==> src/rtl/hilo_mdu_pkg.sv <==
// Shared definitions for the HI/LO multiply/divide unit.
package hilo_mdu_pkg;

  localparam int unsigned DATA_W_DEF = 32;

  typedef enum logic [2:0] {
    OP_MULT  = 3'd0,
    OP_MULTU = 3'd1,
    OP_DIV   = 3'd2,
    OP_DIVU  = 3'd3,
    OP_MTHI  = 3'd4,
    OP_MTLO  = 3'd5
  } op_e;

  typedef enum logic [1:0] {
    S_IDLE = 2'd0,
    S_DIV  = 2'd1,
    S_DONE = 2'd2
  } state_e;

endpackage

==> src/rtl/hilo_mdu_div_step.sv <==
// One combinational restoring-division iteration on unsigned magnitudes.
module hilo_mdu_div_step #(
  parameter int unsigned W = 32
) (
  input  logic [W-1:0] rem,
  input  logic [W-1:0] quo,
  input  logic [W-1:0] dvs,
  output logic [W-1:0] rem_nx,
  output logic [W-1:0] quo_nx
);

  logic [W:0] sh;
  logic       ge;

  // Shift the next dividend bit into the remainder, subtract if it fits.
  always_comb begin
    sh     = {rem, quo[W-1]};
    ge     = (sh >= {1'b0, dvs});
    rem_nx = ge ? W'(sh - {1'b0, dvs}) : sh[W-1:0];
    quo_nx = {quo[W-2:0], ge};
  end

endmodule

==> src/rtl/hilo_mdu.sv <==
// Multiply/divide unit producing HI/LO write strobes for the pipeline.
module hilo_mdu
  import hilo_mdu_pkg::*;
#(
  parameter int unsigned DATA_W    = DATA_W_DEF,
  parameter int unsigned DIV_ITERS = DATA_W
) (
  input  logic              clk,
  input  logic              rst,
  input  logic              start,
  input  logic [2:0]        op,
  input  logic [DATA_W-1:0] rs_data,
  input  logic [DATA_W-1:0] rt_data,
  input  logic              flush,
  output logic              busy,
  output logic              to_hi,
  output logic              to_lo,
  output logic [DATA_W-1:0] to_hi_data,
  output logic [DATA_W-1:0] to_lo_data
);

  localparam int unsigned      CNT_W    = $clog2(DIV_ITERS);
  localparam logic [CNT_W-1:0] CNT_LAST = CNT_W'(DIV_ITERS - 1);

  state_e              state, state_nxt;
  logic [CNT_W-1:0]    cnt;
  logic [DATA_W-1:0]   rem_q, quo_q, dvs_q, rem_nx, quo_nx;
  logic [DATA_W-1:0]   hi_q, lo_q, mag_a, mag_b;
  logic [2*DATA_W-1:0] ext_a, ext_b, prod;
  logic                neg_quo, neg_rem, wr_hi, wr_lo;
  logic                accept, is_mul, is_div, is_mt, is_signed, div_zero, last_step;

  hilo_mdu_div_step #(.W(DATA_W)) u_div_step (
    .rem    (rem_q),
    .quo    (quo_q),
    .dvs    (dvs_q),
    .rem_nx (rem_nx),
    .quo_nx (quo_nx)
  );

  // Operation decode, operand magnitudes and the inline product.
  always_comb begin
    accept    = (state == S_IDLE) && start && !flush;
    is_mul    = (op == OP_MULT) || (op == OP_MULTU);
    is_div    = (op == OP_DIV)  || (op == OP_DIVU);
    is_mt     = (op == OP_MTHI) || (op == OP_MTLO);
    is_signed = (op == OP_MULT) || (op == OP_DIV);
    div_zero  = (rt_data == '0);
    last_step = (state == S_DIV) && (cnt == CNT_LAST);
    mag_a     = (is_signed && rs_data[DATA_W-1]) ? -rs_data : rs_data;
    mag_b     = (is_signed && rt_data[DATA_W-1]) ? -rt_data : rt_data;
    // Low 2W bits of the product of extended operands equal the signed or
    // unsigned product depending only on how the operands were extended.
    ext_a     = {{DATA_W{is_signed & rs_data[DATA_W-1]}}, rs_data};
    ext_b     = {{DATA_W{is_signed & rt_data[DATA_W-1]}}, rt_data};
    prod      = ext_a * ext_b;
  end

  // State register.
  always_ff @(posedge clk) begin
    if (!rst) state <= S_IDLE;
    else      state <= state_nxt;
  end

  // Next-state logic; flush cancels any in-flight operation.
  always_comb begin
    state_nxt = state;
    case (state)
      S_IDLE: begin
        if (accept) begin
          if (is_mul || is_mt)          state_nxt = S_DONE;
          else if (is_div && div_zero)  state_nxt = S_DONE;
          else if (is_div)              state_nxt = S_DIV;
        end
      end
      S_DIV: begin
        if (flush)          state_nxt = S_IDLE;
        else if (last_step) state_nxt = S_DONE;
      end
      S_DONE:  state_nxt = S_IDLE;
      default: state_nxt = S_IDLE;
    endcase
  end

  // Datapath: operand latch, division iteration, result registers.
  always_ff @(posedge clk) begin
    if (!rst) begin
      cnt     <= '0;
      rem_q   <= '0;
      quo_q   <= '0;
      dvs_q   <= '0;
      neg_quo <= 1'b0;
      neg_rem <= 1'b0;
      wr_hi   <= 1'b0;
      wr_lo   <= 1'b0;
      hi_q    <= '0;
      lo_q    <= '0;
    end else if (accept) begin
      if (is_mul) begin
        hi_q  <= prod[2*DATA_W-1:DATA_W];
        lo_q  <= prod[DATA_W-1:0];
        wr_hi <= 1'b1;
        wr_lo <= 1'b1;
      end else if (is_div && div_zero) begin
        hi_q  <= rs_data;
        lo_q  <= '1;
        wr_hi <= 1'b1;
        wr_lo <= 1'b1;
      end else if (is_div) begin
        rem_q   <= '0;
        quo_q   <= mag_a;
        dvs_q   <= mag_b;
        neg_quo <= is_signed && (rs_data[DATA_W-1] ^ rt_data[DATA_W-1]);
        neg_rem <= is_signed && rs_data[DATA_W-1];
        cnt     <= '0;
        wr_hi   <= 1'b1;
        wr_lo   <= 1'b1;
      end else if (op == OP_MTHI) begin
        hi_q  <= rs_data;
        wr_hi <= 1'b1;
        wr_lo <= 1'b0;
      end else if (op == OP_MTLO) begin
        lo_q  <= rs_data;
        wr_hi <= 1'b0;
        wr_lo <= 1'b1;
      end
    end else if ((state == S_DIV) && !flush) begin
      rem_q <= rem_nx;
      quo_q <= quo_nx;
      cnt   <= cnt + 1'b1;
      if (last_step) begin
        lo_q <= neg_quo ? -quo_nx : quo_nx;
        hi_q <= neg_rem ? -rem_nx : rem_nx;
      end
    end
  end

  // Strobes are gated by flush directly so a squash in DONE kills them at once.
  assign busy       = (state != S_IDLE);
  assign to_hi      = (state == S_DONE) && wr_hi && !flush;
  assign to_lo      = (state == S_DONE) && wr_lo && !flush;
  assign to_hi_data = hi_q;
  assign to_lo_data = lo_q;

endmodule

==> config.mk <==
export PLATFORM = sky130hd
export DESIGN_NAME = hilo_mdu
export DESIGN_NICKNAME = d
export VERILOG_FILES = /design/src/rtl/hilo_mdu_pkg.sv /design/src/rtl/hilo_mdu_div_step.sv /design/src/rtl/hilo_mdu.sv
export SDC_FILE = /design/constraint.sdc
export NUM_CORES = 2
export LEC_CHECK = 0
export ABC_AREA = 1
export BUFFER_PORTS_ARGS = -buffer_cell sky130_fd_sc_hd__buf_2
export CAP_MARGIN = 25
export CORE_ASPECT_RATIO = 0.75
export CORE_MARGIN = 2
export CORE_UTILIZATION = 40
export DETAILED_ROUTE_END_ITERATION = 8
export REMOVE_ABC_BUFFERS = 1
export SLEW_MARGIN = 20
export SYNTH_ARGS = -nofsm -noshare
export SYNTH_HDL_FRONTEND = slang
export SYNTH_SLANG_ARGS = --single-unit
==> constraint.sdc <==
create_clock -name clk -period 11 [get_ports clk]
set_input_delay 0.55 -clock clk [delete_from_list [all_inputs] [get_ports clk]]
set_output_delay 0.55 -clock clk [all_outputs]
set_load 0.01 [all_outputs]
# [Word-level counts from Yosys, hierarchy flattened]
# Index checks and enable logic that the tools add are counted.
[op_classes] n_addsub=6 multipliers=1 div_mod_pow=0 n_lt_le_gt_ge=1 eq_ne=18 n_shift=0 mux=52 n_bitwise=5 n_reduce_logical=31
[ops] op="32-bit two-way mux" n=30
[ops] op="32-bit negation" n=4
[ops] op="33-bit by 33-bit multiplier with 64-bit output" n=1
[ops] op="33-bit by 32-bit >= comparator with 1-bit output" n=1
[ops] op="32-bit zero test" n=1
[ops] op="32-bit subtractor" n=1
[ops] op="5-bit two-way mux" n=5
[ops] op="1-bit logical AND" n=12
[ops] op="2-bit two-way mux" n=6
[ops] op="4-bit AND reduction" n=3
[ops] op="1-bit two-way mux" n=10
[ops] op="4-bit by 1-bit inequality test with 1-bit output (second input constant)" n=2
[ops] op="4-bit by 3-bit inequality test with 1-bit output (second input constant)" n=2
[ops] op="3-bit by 2-bit equality test with 1-bit output (second input constant)" n=2
[ops] op="3-bit equality test (second input constant)" n=2
[ops] op="2-bit inequality test (second input constant)" n=3
[ops] op="2-bit nonzero test" n=3
[ops] op="5-bit by 1-bit adder with 5-bit output (second input constant)" n=1
[ops] op="5-bit equality test (second input constant)" n=1
[ops] op="1-bit logical OR" n=5
[ops] op="5-bit AND reduction" n=1
[ops] op="5-bit nonzero test" n=1
[ops] op="4-bit by 2-bit inequality test with 1-bit output (second input constant)" n=1
[ops] op="2-bit one-hot mux with 2 select lines" n=1
[ops] op="13 further kinds" n=15
[word_totals] register_bits=171 latchBits=0 ramBits=0 mem_bits_ro=0 input_bits=71 out_inout_bits=67 word_cells=125 memories=0

# [Depth between registers and ports, before layout]
[depth] depth_word=8 mapped_depth=36 depth_no_buf=34

# [Cells and area by module]
# From an unflattened synthesis, not the netlist that was laid out.
[unflattened] cells_unflattened=7485 area_unflattened_um2=54013.1
[modules_own_cells] module="hilo_mdu" n_inst=1 cells_per_inst=6797 area_per_inst_um2=50546.0 seq_area_each_um2=3423.3
[modules_own_cells] module="hilo_mdu_div_step" n_inst=1 cells_per_inst=688 area_per_inst_um2=3467.1 seq_area_each_um2=0.0

# [Worst setup path before layout]
# Ideal clock, no wire load.
[synth_path] path_type="in2reg" start="input op[0]" end="register hi_q[31], in the netlist to_hi_data[31]" setup_time_ns=0.122 t_arrival_ns=7.834 t_required_ns=10.878 path_slack_ns=3.044 stages=32 path_buffers=2 path_cell_list="inv_1 nand2_1 clkbuf_1 buf_1 nor2_1 fa_1 inv_1 fa_1 inv_1 fa_1 inv_1 fa_1 fa_1 inv_1 fa_1 inv_1 fa_1 fa_1 inv_1 ha_1 a21oi_1 inv_1 a21oi_1 nor2_1 nor3_1 nand2_1 a31oi_1 inv_1 nand2_1 nand3_1 a21oi_1 a21oi_2"
[synth_between] elab_chain_len=6 elab_cells_between_ends=18 cone_classes="1 x mul; 6 x eq/ne; 3 x mux; 2 x bitwise; 6 x reduce/logical"
[synth_lines] element="start, declared" line_no="hilo_mdu.sv:11" text="input logic [2:0] op,"
[synth_lines] element="3-bit by 2-bit equality test with 1-bit output (tied with other cells)" line_no="hilo_mdu.sv:45, hilo_mdu.sv:47"
[synth_lines] element="1-bit logical OR, on equally long branches" line_no="hilo_mdu.sv:47, hilo_mdu.sv:45"
[synth_lines] element="1-bit AND (tied with other cells)" line_no="hilo_mdu.sv:54" text="ext_a = {{DATA_W{is_signed & rs_data[DATA_W-1]}}, rs_data};"
[synth_lines] element="33-bit by 33-bit multiplier with 64-bit output or 32-bit two-way mux (tied branches)" line_no="hilo_mdu.sv:56, hilo_mdu.sv:104"
[synth_lines] element="32-bit two-way mux" line_no="hilo_mdu.sv:99" text="if (is_mul) begin"
[synth_lines] element="32-bit two-way mux" line_no="hilo_mdu.sv:98" text="end else if (accept) begin"
[synth_lines] element="end signal, assigned" line_no="hilo_mdu.sv:100" text="hi_q <= prod[2*DATA_W-1:DATA_W];"
[synth_lines] element="end signal, assigned" line_no="hilo_mdu.sv:105" text="hi_q <= rs_data;"
[synth_lines] element="end signal, assigned" line_no="hilo_mdu.sv:119" text="hi_q <= rs_data;"
[synth_lines] element="end, declared" line_no="hilo_mdu.sv:28" text="logic [DATA_W-1:0] hi_q, lo_q, mag_a, mag_b;"
# Several ways; a longest one is shown, not always the timed one.
# A chain may end at the register's enable or synchronous reset.

# [Worst setup path in the final report]
[layout_path] start="input op[2]" end="register hi_q[17], in the netlist to_hi_data[17]"
# Same word-level chain as after synthesis.

==> run metrics <==
status finished, final reports clean; critical path's slowest cell fa_1; FF-to-FF path depth 26; Crit path largest cell delay between 0.6 and 0.7 ns; Slew Viols, Final 0; gr ovfl total 0; Worst-Margin Slew roughly 1.1 ns; layout cells sized above 1 between 5 and 6%; TritonCTS buffer count 17; Synth Flop Type dfxtp_1; TritonCTS clock tree done; pin count of the biggest net entering global routing 73; Tcrit/Tclk final between 80% and 90%; Crit path buffers/inverters 4; Compound-Gate Fraction of Synth Area under 10%; Critical Path Fanout Max 13; CP Class in -> reg; share of synthesized registers carrying an async set or reset 0%; Top Ports about 140; post-synthesis mux area share 0%; number of global-route vias before repair roughly 46k; post-layout util approximately 42%; Final GP Congestion a little over 1; Reg2Reg Launch Point dvs_q[4]; starting density of the core approximately two fifths; XOR/XNOR Fraction of Synth Area under 10%; post-synthesis sequential area ratio between 6 and 7%; WP depth 27; Yosys cell types 64; cell count after synthesis ~7.0k; Cell Area, Synth between 0.05 and 0.06 mm2; Ys Warns 0; unrepaired setup endpoints after global routing no; final setup vio count 0; wire per inst 20.5 um; DP Area 0.0547 mm2; Post-Synth Adder-Cell Area between 40 and 50%; WP data required 11.38 ns; port bufs about 140; Worst Setup EP to_hi_data[17]; r2r setup slk 5.76 ns; Final Hold Viols 0; Seq cells post-synth 171; number of flops mapped to enable cells by yosys 0; startpoint types primary input; DRC 0; CP delay by family, top adder cells; # resized after CTS 0; die area approximately 0.13 mm2; Iter 0 DRT Violations a little under 4k; Final ANT Viol Nets 0; # clock sinks 171; # hold bufs at CTS 0; vias post-DR roughly 45k; Critical Path Sink Type flip-flop; Synth Area in Simple Gates 18.9%; fin nets approximately 8.3k; Reg2Reg Capture Point to_lo_data[30]; fillers approximately 13k; final setup skew 0.0126 ns; die width 423 um; Max H-tree Level 4; Clk pin slew, worst setup/hold paths about 0.070 ns; main combinational cell family by area after synthesis adder cells; clk_lat worst skew ~0.46 ns; first-pass GRT wire length about 280000 um; Hold Crit Class reg -> reg; most frequent cells in the layout inv_1, nand2_1, fa_1; Syn Area/Cell roughly 7.5 um2; worst setup path startpoint op[2]; initial antenna violation count 2; Core ar. between 0.1 and 0.15 mm2; clock root buffer clkbuf_16; FP Rows approximately 120; DRT Pass-1 Iters 6; vias per cell 5.21; Clock Path Buffers 2; gr usage total between 20% and 30%; Crit path arrival time between 9 and 10 ns; # Post-CTS Setup Buffers 0; WL final around 180000 um; HP Start wr_lo; DPL Wire Length 147000 um; Highest Clock Rate between 0.1 and 0.15 GHz; Die H between 300 and 400 um; Crit path top cell by count fa_1; # Max-Cap Violations 0; setup TNS 0 ns; clock period minus worst slack about 8.9 ns; Area Overhead vs Synth 5.18%; post-route design area 0.0553 mm2; commonest non-fill, non-tap cell in the layout inv_1; Slew HR about a quarter
==> cell usage after synthesis (8+ instances only) <==
cell	count	area, um2
nand3_2	8	80.1
inv_2	17	63.8
inv_1	1812	6800
ha_1	251	3140
buf_2	24	120
o221ai_1	12	105
nand3_1	184	921
o21a_1	9	67.6
a21oi_1	325	1630
xnor2_1	42	368
nand2_4	11	124
o211ai_1	20	150
clkbuf_1	253	950
nand3b_1	10	75.1
o22ai_1	17	106
nand4_1	36	225
or2_2	11	68.8
dfxtp_1	171	3420
buf_1	76	285
a31oi_1	52	325
nor3_1	46	230
o21bai_1	21	158
fa_1	1126	22500
nand2_1	1638	6150
o21ai_0	246	1230
nor4_1	10	62.6
nand2_2	43	269
xor2_1	61	534
a21o_1	14	105
nor2_2	17	106
nor2_1	350	1310
==> metal layers <==
layer  part of all wire [%]  up-vias  wire (um)  GRT usage, %
met5                      0        -          0             0
met4                    1.8        0       3140          4.75
met3                    9.3      153      16500          4.77
met2                     42     1983      74400          39.4
met1                     47    22707      83300          41.5
li1                       -    20198          -             -
==> area by class of cell <==
| cell class | count | area, um2 | area share (%) |
|---|---|---|---|
| Antenna cell | 2 | 5.00 | 0.00905 |
| Inverter | 1829 | 6870 | 12.4 |
| Sequential cell | 171 | 3420 | 6.19 |
| Clock inverter | 14 | 190 | 0.344 |
| Multi-Input combinational cell | 4635 | 40800 | 73.8 |
| Tap cell | 1755 | 2200 | 3.97 |
| Timing Repair Buffer | 217 | 1350 | 2.45 |
| Clock buffer | 17 | 425 | 0.770 |
==> tightest hold or removal path: stages (launching register included) <==
cell and delay (ns):
dfxtp_1 0.31, inv_1 0.06, a21oi_1 0.06
==> cells by family after synthesis <==
| group | after synthesis |
|---|---|
| and+or+nand+nor | 2393 |
| buffers and inverters | 2194 |
| adders and majority gates | 1377 |
| AOI/OAI and AO/OA | 762 |
| DFF | 171 |
| xor gates and xnor gates | 103 |
==> sequential cells by signal, indices dropped and copies added, names as in the netlist, 2 cells and up <==
register / cells
dvs_q: 32
quo_q: 32
rem_q: 32
to_hi_data: 32
to_lo_data: 32
cnt: 5
state: 2
==> through the flow <==
step,instances,setup slack (ns),hold slack (ns)
6_report,8640,2.06,0.470
5_1_grt,8638,1.55,0.484
4_1_cts,8638,2.08,0.472
3_5_place_dp,8607,1.63,0.459
3_3_place_gp,8605,1.68,0.451
2_1_floorplan,6635,2.34,0.433
==> worst min-delay path by stage <==
stage	cells past startpoint	to
after global placement	2	wr_lo
final	2	wr_lo
after detailed placement	2	wr_lo
after global routing	2	wr_lo
after floorplan	2	dvs_q[10]
after CTS	2	wr_lo
Power is left out: the tool's default activity adds up to more than one toggle a clock period on the data nets, which glitch-free logic cannot reach.
